## src/rtl/fa_bist_pkg.sv

```systemverilog
// Shared definitions for the full-adder BIST: state encoding and vector sizing.
package fa_bist_pkg;
  localparam int NUM_VECTORS = 8;
  localparam int IDX_W       = 3;

  typedef enum logic [1:0] {
    IDLE  = 2'd0,
    APPLY = 2'd1,
    CHECK = 2'd2,
    DONE  = 2'd3
  } state_e;
endpackage

```

## src/rtl/fa_golden.sv

```systemverilog
// Golden full-adder response for a vector index {a,b,cin}, derived from the
// parity/majority definition rather than from any adder structure.
module fa_golden
  import fa_bist_pkg::*;
(
  input  logic [IDX_W-1:0] idx_i,
  output logic             sum_o,
  output logic             carry_o
);
  always_comb begin
    sum_o   = ^idx_i;
    carry_o = (idx_i[2] & idx_i[1]) | (idx_i[2] & idx_i[0]) | (idx_i[1] & idx_i[0]);
  end
endmodule

```

## src/rtl/fa_bist.sv

```systemverilog
// Exhaustive 8-vector BIST for an external full adder; every output is a flop,
// so dut_sum/dut_carry only ever reach outputs through registered state.
module fa_bist
  import fa_bist_pkg::*;
#(
  parameter int SETTLE = 1
) (
  input  logic       clk,
  input  logic       rst,
  input  logic       start,
  output logic       dut_a,
  output logic       dut_b,
  output logic       dut_cin,
  input  logic       dut_sum,
  input  logic       dut_carry,
  output logic       busy,
  output logic       done,
  output logic       pass,
  output logic [3:0] err_count,
  output logic       fail_valid,
  output logic [2:0] first_fail_vec
);
  state_e           state_q;
  logic [IDX_W-1:0] idx_q, ffv_q;
  logic [3:0]       settle_q, err_q, err_d;
  logic             busy_q, done_q, pass_q, fv_q;
  logic             exp_sum, exp_carry, mismatch;

  fa_golden u_golden (
    .idx_i   (idx_q),
    .sum_o   (exp_sum),
    .carry_o (exp_carry)
  );

  assign mismatch = {dut_sum, dut_carry} != {exp_sum, exp_carry};
  assign err_d    = err_q + {3'b000, mismatch};

  always_ff @(posedge clk) begin
    if (rst) begin
      state_q  <= IDLE;
      idx_q    <= '0;
      settle_q <= '0;
      err_q    <= '0;
      fv_q     <= 1'b0;
      ffv_q    <= '0;
      busy_q   <= 1'b0;
      done_q   <= 1'b0;
      pass_q   <= 1'b0;
    end else begin
      case (state_q)
        IDLE, DONE: begin
          if (start) begin
            state_q  <= APPLY;
            idx_q    <= '0;
            settle_q <= '0;
            err_q    <= '0;
            fv_q     <= 1'b0;
            ffv_q    <= '0;
            busy_q   <= 1'b1;
            done_q   <= 1'b0;
            pass_q   <= 1'b0;
          end
        end
        APPLY: begin
          if (settle_q == 4'(SETTLE - 1)) begin
            state_q  <= CHECK;
            settle_q <= '0;
          end else begin
            settle_q <= settle_q + 4'd1;
          end
        end
        CHECK: begin
          err_q <= err_d;
          if (mismatch && !fv_q) begin
            fv_q  <= 1'b1;
            ffv_q <= idx_q;
          end
          // Last vector parks idx at 7 so DONE keeps driving it.
          if (idx_q == IDX_W'(NUM_VECTORS - 1)) begin
            state_q <= DONE;
            busy_q  <= 1'b0;
            done_q  <= 1'b1;
            pass_q  <= (err_d == 4'd0);
          end else begin
            state_q  <= APPLY;
            idx_q    <= idx_q + 1'b1;
            settle_q <= '0;
          end
        end
        default: state_q <= IDLE;
      endcase
    end
  end

  assign {dut_a, dut_b, dut_cin} = idx_q;
  assign busy           = busy_q;
  assign done           = done_q;
  assign pass           = pass_q;
  assign err_count      = err_q;
  assign fail_valid     = fv_q;
  assign first_fail_vec = ffv_q;
endmodule

```

## config.mk

```make
export PLATFORM = sky130hd
export DESIGN_NAME = fa_bist
export DESIGN_NICKNAME = d
export VERILOG_FILES = /design/src/rtl/fa_bist_pkg.sv /design/src/rtl/fa_golden.sv /design/src/rtl/fa_bist.sv
export SDC_FILE = /design/constraint.sdc
export NUM_CORES = 1
export LEC_CHECK = 0
export ABC_AREA = 1
export BUFFER_PORTS_ARGS = -buffer_cell sky130_fd_sc_hd__buf_2
export CORE_MARGIN = 3
export CORE_UTILIZATION = 45
export CTS_CLUSTER_DIAMETER = 100
export DETAILED_ROUTE_END_ITERATION = 16
export GPL_TIMING_DRIVEN = 1
export MAX_ROUTING_LAYER = met4
export PLACE_DENSITY = 0.67
export SYNTH_ARGS = -nofsm -noshare
export SYNTH_HDL_FRONTEND = slang
export SYNTH_HIERARCHICAL = 1
export SYNTH_SLANG_ARGS = --single-unit
```

## constraint.sdc

```tcl
create_clock -name clk -period 2.35 [get_ports clk]
set_input_delay 0.1175 -clock clk [delete_from_list [all_inputs] [get_ports clk]]
set_output_delay 0.1175 -clock clk [all_outputs]
set_load 0.01 [all_outputs]
```

==> impl_metrics.toml, run 1 <==
[status]
outcome = "finished clean"

[route]
wl_um = 2040
drt_first_pass_iters = 4
drc = 0
drt_iter0_markers = 17
vias = 924
ant_nets = 0
via_per_inst = 4.863
wl_per_cell_um = 10.74

[critical_path]
startpoint_type = "flip-flop"
max_stage_delay_ps = 550
rrSetupSlack_ps = 130
reg2reg_from = "idx_q[0]$_SDFFE_PP0P_"
cp_common_cell = "nand2_1"
critPathSlowestCell = "fa_1"
worstSetupPathType = "reg2reg"
critPathRequiredTime_ps = 2590
critPathMaxFanout = 6
ff2ff_path_depth = 10
crit_arrival_ps = 2460
r2r_end = "pass$_SDFFE_PP0P_"
worstSetupEndpointType = "flip-flop"
path_cells = "fa_1, nand2_1, nand2_1, nand2_2, ha_2, ha_1, or2_2, nor2_1, nand3b_1, a21oi_1"

[final_layout]
mostFrequentLayoutCells = "39 x nand2_1, 20 x dfxtp_1, 19 x inv_1, 18 x a21oi_1, 18 x buf_2"
area_delta_synth_final_pct = 16.87
final_common_cell = "nand2_1"
n_antenna_cell = 0
nets = 179
drive_gt1_frac = 0.2147
nFillCells = 194

[cts]
numCtsBuffers = 3
clk_latency_ps = 300
htreeDepth = 1
clkSlewWorstSetupHoldPaths_ps = 110
clock-sinks = 20
hold_buffers = 0
cts_root_buffer = "clkbuf_4"
cts_buffer_depth = 2
cts_tree = "done"

[synthesis]
yosys.area.top_type = "dfxtp_1"
yosysTopAreaCellShare = 0.3828
synthMuxAreaShare = 0
ys_warn_count = 6
ys_seq_elements = 20
synthAdderAreaFrac = 0.1268
synth.avg_cell_area_um2 = 7.471
netlist_area_um2 = 1046
synth_area_leaders = "dfxtp_1 38%, nand2_1 14%, ha_1 11%"
synth_top_family_by_area = "simple AND/OR/NAND/NOR gates"
synth-seq-area-share = 0.3828
synth_simple_gate_area_frac = 0.2524
syn_nets = 155
syn_inst = 140
synth-compound-area-share = 0.1220
synth.distinct_cells = 22
synth_xor_area_frac = 0.02512

[pwr]
leakage_uw = 0.0005978
p_per_area_nw_per_um2 = 659.0
ir_worst_vdd_uv = 484.5

[sta]
hold_ws_ps = 173.3
finalCriticalPeriod_ps = 2220
relSlewSlack = 0.8054
finalSetupViolCount = 0
tns_ps = 0
fin_crit_sh = 0.9446
drv_slew = 0
hold_viol = 0
fin_skew_ps = 2.696
worst_pin_slew_ps = 292.0
worst_slack_ps = 130.3
rsz0062_at_grt = "no"
fmaxAchievable_ghz = 0.4505

[min_path]
hp-class = "in2reg"
hold_depth = 2
worstHoldStart = "rst"
whs_endpoint = "err_count[0]$_SDFFE_PP0P_"

[global_routing]
grt_pass1_vias = 833
antenna_found_initial = 0
grt_pass1_wl_um = 3567
grt_remaining_overflow = 0
grt_max_degree = 17
grt_util_all_layers = 0.1693

[run]
max-cap-violations = 0

[die]
core_um2 = 2082
ios = 19
die_w_um = 54.21
dieArea_um2 = 2939
start_util = 0.5024
row_count = 16
die_h_um = 54.21

[place]
port-buffer-count = 18
gp_congestion = 0.7404
pre_cts_ws_ps = 135.9
hpwl_um = 1623
-- logic make-up after synthesis --
kind of cell / count (synthesis)
xor+xnor: 3
compound gates: 24
buf+inv: 25
flops: 20
simple gates: 58
fa+ha+maj: 10
-- worst max-delay path, delay by kind of cell (launching register included) --
| family | cells | cell delay, ps |
|---|---|---|
| compound gates | 1 | 120 |
| simple gates | 6 | 680 |
| fa+ha+maj | 3 | 1020 |
| flops | 1 | 340 |
-- power by group --
group | internal (uW) | switching (uW) | total, uW
clock | 94.6 | 105 | 200
sequential | 361 | 17.5 | 378
combinational | 77.9 | 149 | 227
total | 533 | 272 | 806
-- worst max path at each step --
stage,endpoint,cells past startpoint,slack (ps),startpoint
floorplan,pass$_SDFFE_PP0P_,11,130,idx_q[1]$_SDFFE_PP0P_
global placement,pass$_SDFFE_PP0P_,10,170,idx_q[0]$_SDFFE_PP0P_
detailed placement,pass$_SDFFE_PP0P_,10,140,idx_q[0]$_SDFFE_PP0P_
CTS,pass$_SDFFE_PP0P_,10,100,idx_q[0]$_SDFFE_PP0P_
global route,pass$_SDFFE_PP0P_,10,10,idx_q[0]$_SDFFE_PP0P_
finish,pass$_SDFFE_PP0P_,10,130,idx_q[0]$_SDFFE_PP0P_
-- synth_stat cells, drive strengths merged --
master  instances
a211oi          2
a21oi          18
buf             1
clkbuf          1
dfxtp          20
fa              1
ha              9
inv            23
nand2          40
nand3           4
nand3b          1
nand4           4
nor2            8
o211ai          1
o21ai           3
or2             1
xnor2           1
xor2            2
-- metrics by stage --
stage               cells  instance area (um^2)  total power (uW)    util
floorplan             140                  1046             559.4       -
global placement      186                  1184             605.5  0.5685
detailed placement    186                  1184             613.5  0.5685
CTS                   190                  1220             814.5  0.5859
global route          190                  1222             866.1  0.5871
finish                190                  1222             805.6  0.5871
-- state kept, by name (all words and copies together) (netlist names) --
signal,cells
busy,1
done,1
err_count,4
fail_valid,1
first_fail_vec,3
idx_q,3
pass,1
settle_q,4
state_q,2
-- layer usage --
layer / vias up / routed length (um) / GRT usage
li1: 492 / - / -
met1: 411 / 971 / 0.2111
met2: 19 / 966 / 0.2649
met3: 2 / 93 / 0.05722
met4: 0 / 9 / 0.03734
met5: - / 0 / -
-- final cells by class --
cell class | count | area, um^2 | area share
clock buffers | 4 | 36.28 | 0.02968
inverters | 23 | 86.33 | 0.07062
multi-input cells | 95 | 553.0 | 0.4524
flip-flops and latches | 20 | 400.4 | 0.3275
well taps | 27 | 33.78 | 0.02764
repair buffers | 21 | 112.6 | 0.09212
-- what timing repair did --
| item | 4_1_cts | 5_1_grt |
|---|---|---|
| setup endpoints to repair | 0 | 1 |
| buffers inserted | 0 | 0 |
| resized for setup | 0 | 1 |
Power figures use the tool's default switching activity.
==> inputs of run 2 (changes only) <==
==> constraint.sdc (replaced) <==
create_clock -name clk -period 2.3 [get_ports clk]
set_input_delay 0.115 -clock clk [delete_from_list [all_inputs] [get_ports clk]]
set_output_delay 0.115 -clock clk [all_outputs]
set_load 0.01 [all_outputs]
==> run 2 against run 1 <==
Global-route usage grew 0.62 points; total power is 3.0% higher; setup slack improved by 16 ps; first-iteration DRC count increased by 5.9%; via count increased by 0.32%; utilization is 1.1 points higher; critical path type unchanged.
==> impl_metrics.toml, run 2 (synthesis gave the netlist of run 1 again) <==
[status]
outcome = "finished clean"

[run]
max-cap-violations = 0

[sta]
drv_slew = 0
finalCriticalPeriod_ps = 2154
hold_ws_ps = 185.4
worst_pin_slew_ps = 311.6
fin_crit_sh = 0.9366
fin_skew_ps = 4.718
finalSetupViolCount = 0
tns_ps = 0
relSlewSlack = 0.7923
fmaxAchievable_ghz = 0.4642
worst_slack_ps = 145.9
hold_viol = 0
rsz0062_at_grt = "no"

[die]
die_w_um = 54.21
die_h_um = 54.21
start_util = 0.5024
core_um2 = 2082
row_count = 16
ios = 19
dieArea_um2 = 2939

[critical_path]
rrSetupSlack_ps = 150
worstSetupEndpointType = "flip-flop"
ff2ff_path_depth = 11
critPathMaxFanout = 2
critPathRequiredTime_ps = 2540
startpoint_type = "flip-flop"
crit_arrival_ps = 2390
worstSetupPathType = "reg2reg"

[place]
port-buffer-count = 18
dp.cells = 187
pre_cts_ws_ps = 110.3
gp_congestion = 0.7188
hpwl_um = 1737

[cts]
cts_tree = "done"
cts_buffer_depth = 2
cts_root_buffer = "clkbuf_4"
clock-sinks = 20
htreeDepth = 1
clk_latency_ps = 300
cts_resized = 0
post_cts_buffers = 0
hold_buffers = 0
numCtsBuffers = 3
clkSlewWorstSetupHoldPaths_ps = 110

[global_routing]
grt_util_all_layers = 0.1755
grt_pass1_wl_um = 3622
grt_max_degree = 17
grt_remaining_overflow = 0
grt_pass1_vias = 880
antenna_found_initial = 0

[pwr]
leakage_uw = 0.0006003
ir_worst_vdd_uv = 389.8
p_per_area_nw_per_um2 = 666.4

[final_layout]
instances_no_fill = 191
nets = 180
area_delta_synth_final_pct = 19.02
n_antenna_cell = 0
drive_gt1_frac = 0.2378
final_common_cell = "nand2_1"
mostFrequentLayoutCells = "39 x nand2_1, 19 x inv_1, 18 x a21oi_1, 18 x dfxtp_1, 18 x buf_2"
finish.utilization = 0.5980

[min_path]
hp-class = "in2reg"
hold_depth = 2

[route]
drt_iter0_markers = 18
drt_first_pass_iters = 4
via_per_inst = 4.853
wl_um = 2156
vias = 927
wl_per_cell_um = 11.29
ant_nets = 0
drc = 0
run 2: cell count changes in the layout (fill, tap and decap cells not counted), sizes merged:
cell / delta
buf: +1
run 2: path summary, 6_finish.rpt:
| check | startpoint | to |
|---|---|---|
| worst max-delay path | idx_q[1]$_SDFFE_PP0P_ | pass$_SDFFE_PP0P_ |
| worst min-delay path | rst | err_count[0]$_SDFFE_PP0P_ |
| worst max register to register | idx_q[1]$_SDFFE_PP0P_ | pass$_SDFFE_PP0P_ |
| worst min register to register | pass$_SDFFE_PP0P_ | pass$_SDFFE_PP0P_ |
run 2: critical path, cell delays in order (launching register included):
cell and delay (ps):
dfxtp_2 350, fa_1 550, inv_1 40, nand2_1 50, nand2_1 50, nand2_2 60
ha_2 190, ha_4 200, or2_2 280, nor2_1 100, nand3b_1 80, a21oi_1 140
run 2: layer usage:
metal / share of wire / wire length (um) / track usage / up-vias
met3: 0.033 / 72 / 0.02452 / 5
li1: - / - / - / 489
met1: 0.48 / 1045 / 0.2088 / 419
met5: 0 / 0 / - / -
met2: 0.46 / 997 / 0.2948 / 14
met4: 0.019 / 40 / 0.07469 / 0
run 2: cell type report:
| type | count | area, um^2 |
|---|---|---|
| inverter | 23 | 86.33 |
| timing repair buffer | 22 | 120.1 |
| multi-input combinational | 95 | 565.5 |
| fill | 203 | 837.1 |
| tap | 27 | 33.78 |
| sequential | 20 | 402.9 |
| clock buffer | 4 | 36.28 |
run 2: power by group:
group	switching, uW	internal [uW]	total [uW]
logic	158	81.6	239
registers	17.7	369	387
clock network	107	96.6	204
run 2: through the flow:
stage | instance area [um^2] | total power (uW)
global placement | 1191 | 621.6
floorplan | 1046 | 571.5
detailed placement | 1191 | 633.4
global route | 1245 | 881.3
finish | 1245 | 829.6
CTS | 1227 | 835.1
==> inputs of run 3 (changes only) <==
--- a/config.mk
+++ b/config.mk
@@ -14,6 +14,7 @@
 export GPL_TIMING_DRIVEN = 1
 export MAX_ROUTING_LAYER = met4
 export PLACE_DENSITY = 0.67
+export REMOVE_ABC_BUFFERS = 1
 export SYNTH_ARGS = -nofsm -noshare
 export SYNTH_HDL_FRONTEND = slang
 export SYNTH_HIERARCHICAL = 1
==> run 3 against run 2 <==
Combinational power hardly changed; sequential share of layout area is 0.068 points higher; critical path type unchanged; wire length is 1.7% higher; sequential cell count stayed put; setup slack worse by 25 ps; largest cell class unchanged.
==> impl_metrics.toml, run 3 (synthesis gave the netlist of run 1 again) <==
[status]
outcome = "finished clean"

[sta]
fin_skew_ps = 11.39
worst_pin_slew_ps = 302.7
tns_ps = 0
fin_crit_sh = 0.9474
finalSetupViolCount = 0
drv_slew = 0
hold_viol = 0
fmaxAchievable_ghz = 0.4589
finalCriticalPeriod_ps = 2179
relSlewSlack = 0.7982
hold_ws_ps = 175.7

[final_layout]
n_antenna_cell = 0
drive_gt1_frac = 0.2439
instances_no_fill = 191
area_delta_synth_final_pct = 19.14
nets = 180
final_common_cell = "nand2_1"
nFillCells = 192
mostFrequentLayoutCells = "39 x nand2_1, 19 x inv_1, 18 x a21oi_1, 18 x buf_2, 17 x dfxtp_1"

[place]
gp_congestion = 0.7470
port-buffer-count = 18
hpwl_um = 1652
dp.cells = 187

[critical_path]
ff2ff_path_depth = 11
crit_family = "adder cells"
worstSetupPathDepth = 11
crit_arrival_ps = 2430
r2r_end = "pass$_SDFFE_PP0P_"
critPathMaxFanout = 2
cp_common_cell = "nand2_1"
startpoint_type = "flip-flop"
rrSetupSlack_ps = 120
worstSetupPathType = "reg2reg"
reg2reg_from = "idx_q[2]$_SDFFE_PP0P_"
crit_start = "idx_q[2]$_SDFFE_PP0P_"
worstSetupEndpointType = "flip-flop"
cp.buffers_inverters = 1
max_stage_delay_ps = 560
critPathRequiredTime_ps = 2550
critPathSlowestCell = "fa_1"
crit_path_end = "pass$_SDFFE_PP0P_"
path_cells = "fa_1, inv_1, nand2_1, nand2_1, nand2_2, ha_2, ha_4, or2_2, nor2_1, nand3b_1, a21oi_1"

[route]
drt_iter0_markers = 19
wl_um = 2192
ant_nets = 0
via_per_inst = 5.010
wl_per_cell_um = 11.48
drt_first_pass_iters = 4
vias = 957
drc = 0

[pwr]
p_per_area_nw_per_um2 = 666.3
ir_worst_vdd_uv = 459.6
leakage_uw = 0.0006008
power.total_uw = 830.3

[min_path]
hp-class = "in2reg"
worstHoldStart = "rst"
hold_depth = 2

[die]
row_count = 16
start_util = 0.5024
core_um2 = 2082
dieArea_um2 = 2939
ios = 19
die_h_um = 54.21
die_w_um = 54.21

[global_routing]
met2_usage = 0.2470
grt_pass1_wl_um = 3381
antenna_found_initial = 0
grt_use_met1 = 0.2111
grt_util_all_layers = 0.1623
grt_remaining_overflow = 0
busiest_layer = "met2"
grt_pass1_vias = 780
grt_max_degree = 17
grt_util_met3 = 0.05722

[cts]
clkSlewWorstSetupHoldPaths_ps = 120
cts_root_buffer = "clkbuf_4"
cts_buffer_depth = 2
clk_latency_ps = 310
htreeDepth = 1
numCtsBuffers = 3
cts_tree = "done"
hold_buffers = 0
clock-sinks = 20

[run]
max-cap-violations = 0
run 3: stage by stage:
stage | setup slack, ps | util | cell area [um^2]
6_report | 120.9 | 0.5986 | 1246
4_1_cts | 80.33 | 0.5895 | 1227
5_1_grt | -4.150 | 0.5986 | 1246
2_1_floorplan | 81.67 | - | 1037
3_3_place_gp | 164.2 | 0.5721 | 1191
3_5_place_dp | 109.0 | 0.5721 | 1191
run 3: power by group:
part           switching, uW  leakage, uW  internal, uW  total, uW
clock network            110    0.0000210          96.6        206
registers               17.0     0.000164           369        386
logic                    156     0.000416          81.9        238
total                    283     0.000601           548        830
run 3: worst min path at each step:
stage	to	slack (ps)
2_1_floorplan	done$_SDFFE_PP0P_	180
3_3_place_gp	busy$_SDFFE_PP0P_	440
3_5_place_dp	busy$_SDFFE_PP0P_	450
4_1_cts	err_count[1]$_SDFFE_PP0P_	170
5_1_grt	done$_SDFFE_PP0P_	180
6_report	fail_valid$_SDFFE_PP0P_	180
run 3: final cells by class:
type	count	area, um^2	share of cell area
timing repair buffer	22	120.1	0.09639
sequential	20	404.1	0.3243
multi-input combinational	95	565.5	0.4538
clock buffer	4	36.28	0.02912
tap	27	33.78	0.02711
inverter	23	86.33	0.06928
run 3: per-layer routing:
| metal | vias up | wire length, um |
|---|---|---|
| met5 | - | 0 |
| met4 | 0 | 14 |
| met3 | 2 | 116 |
| met2 | 27 | 1029 |
| met1 | 434 | 1032 |
| li1 | 494 | - |
run 3: repair_timing:
item	in CTS	in global routing
endpoints found under the setup margin	0	1
buffers inserted	0	0
resized for setup	0	5
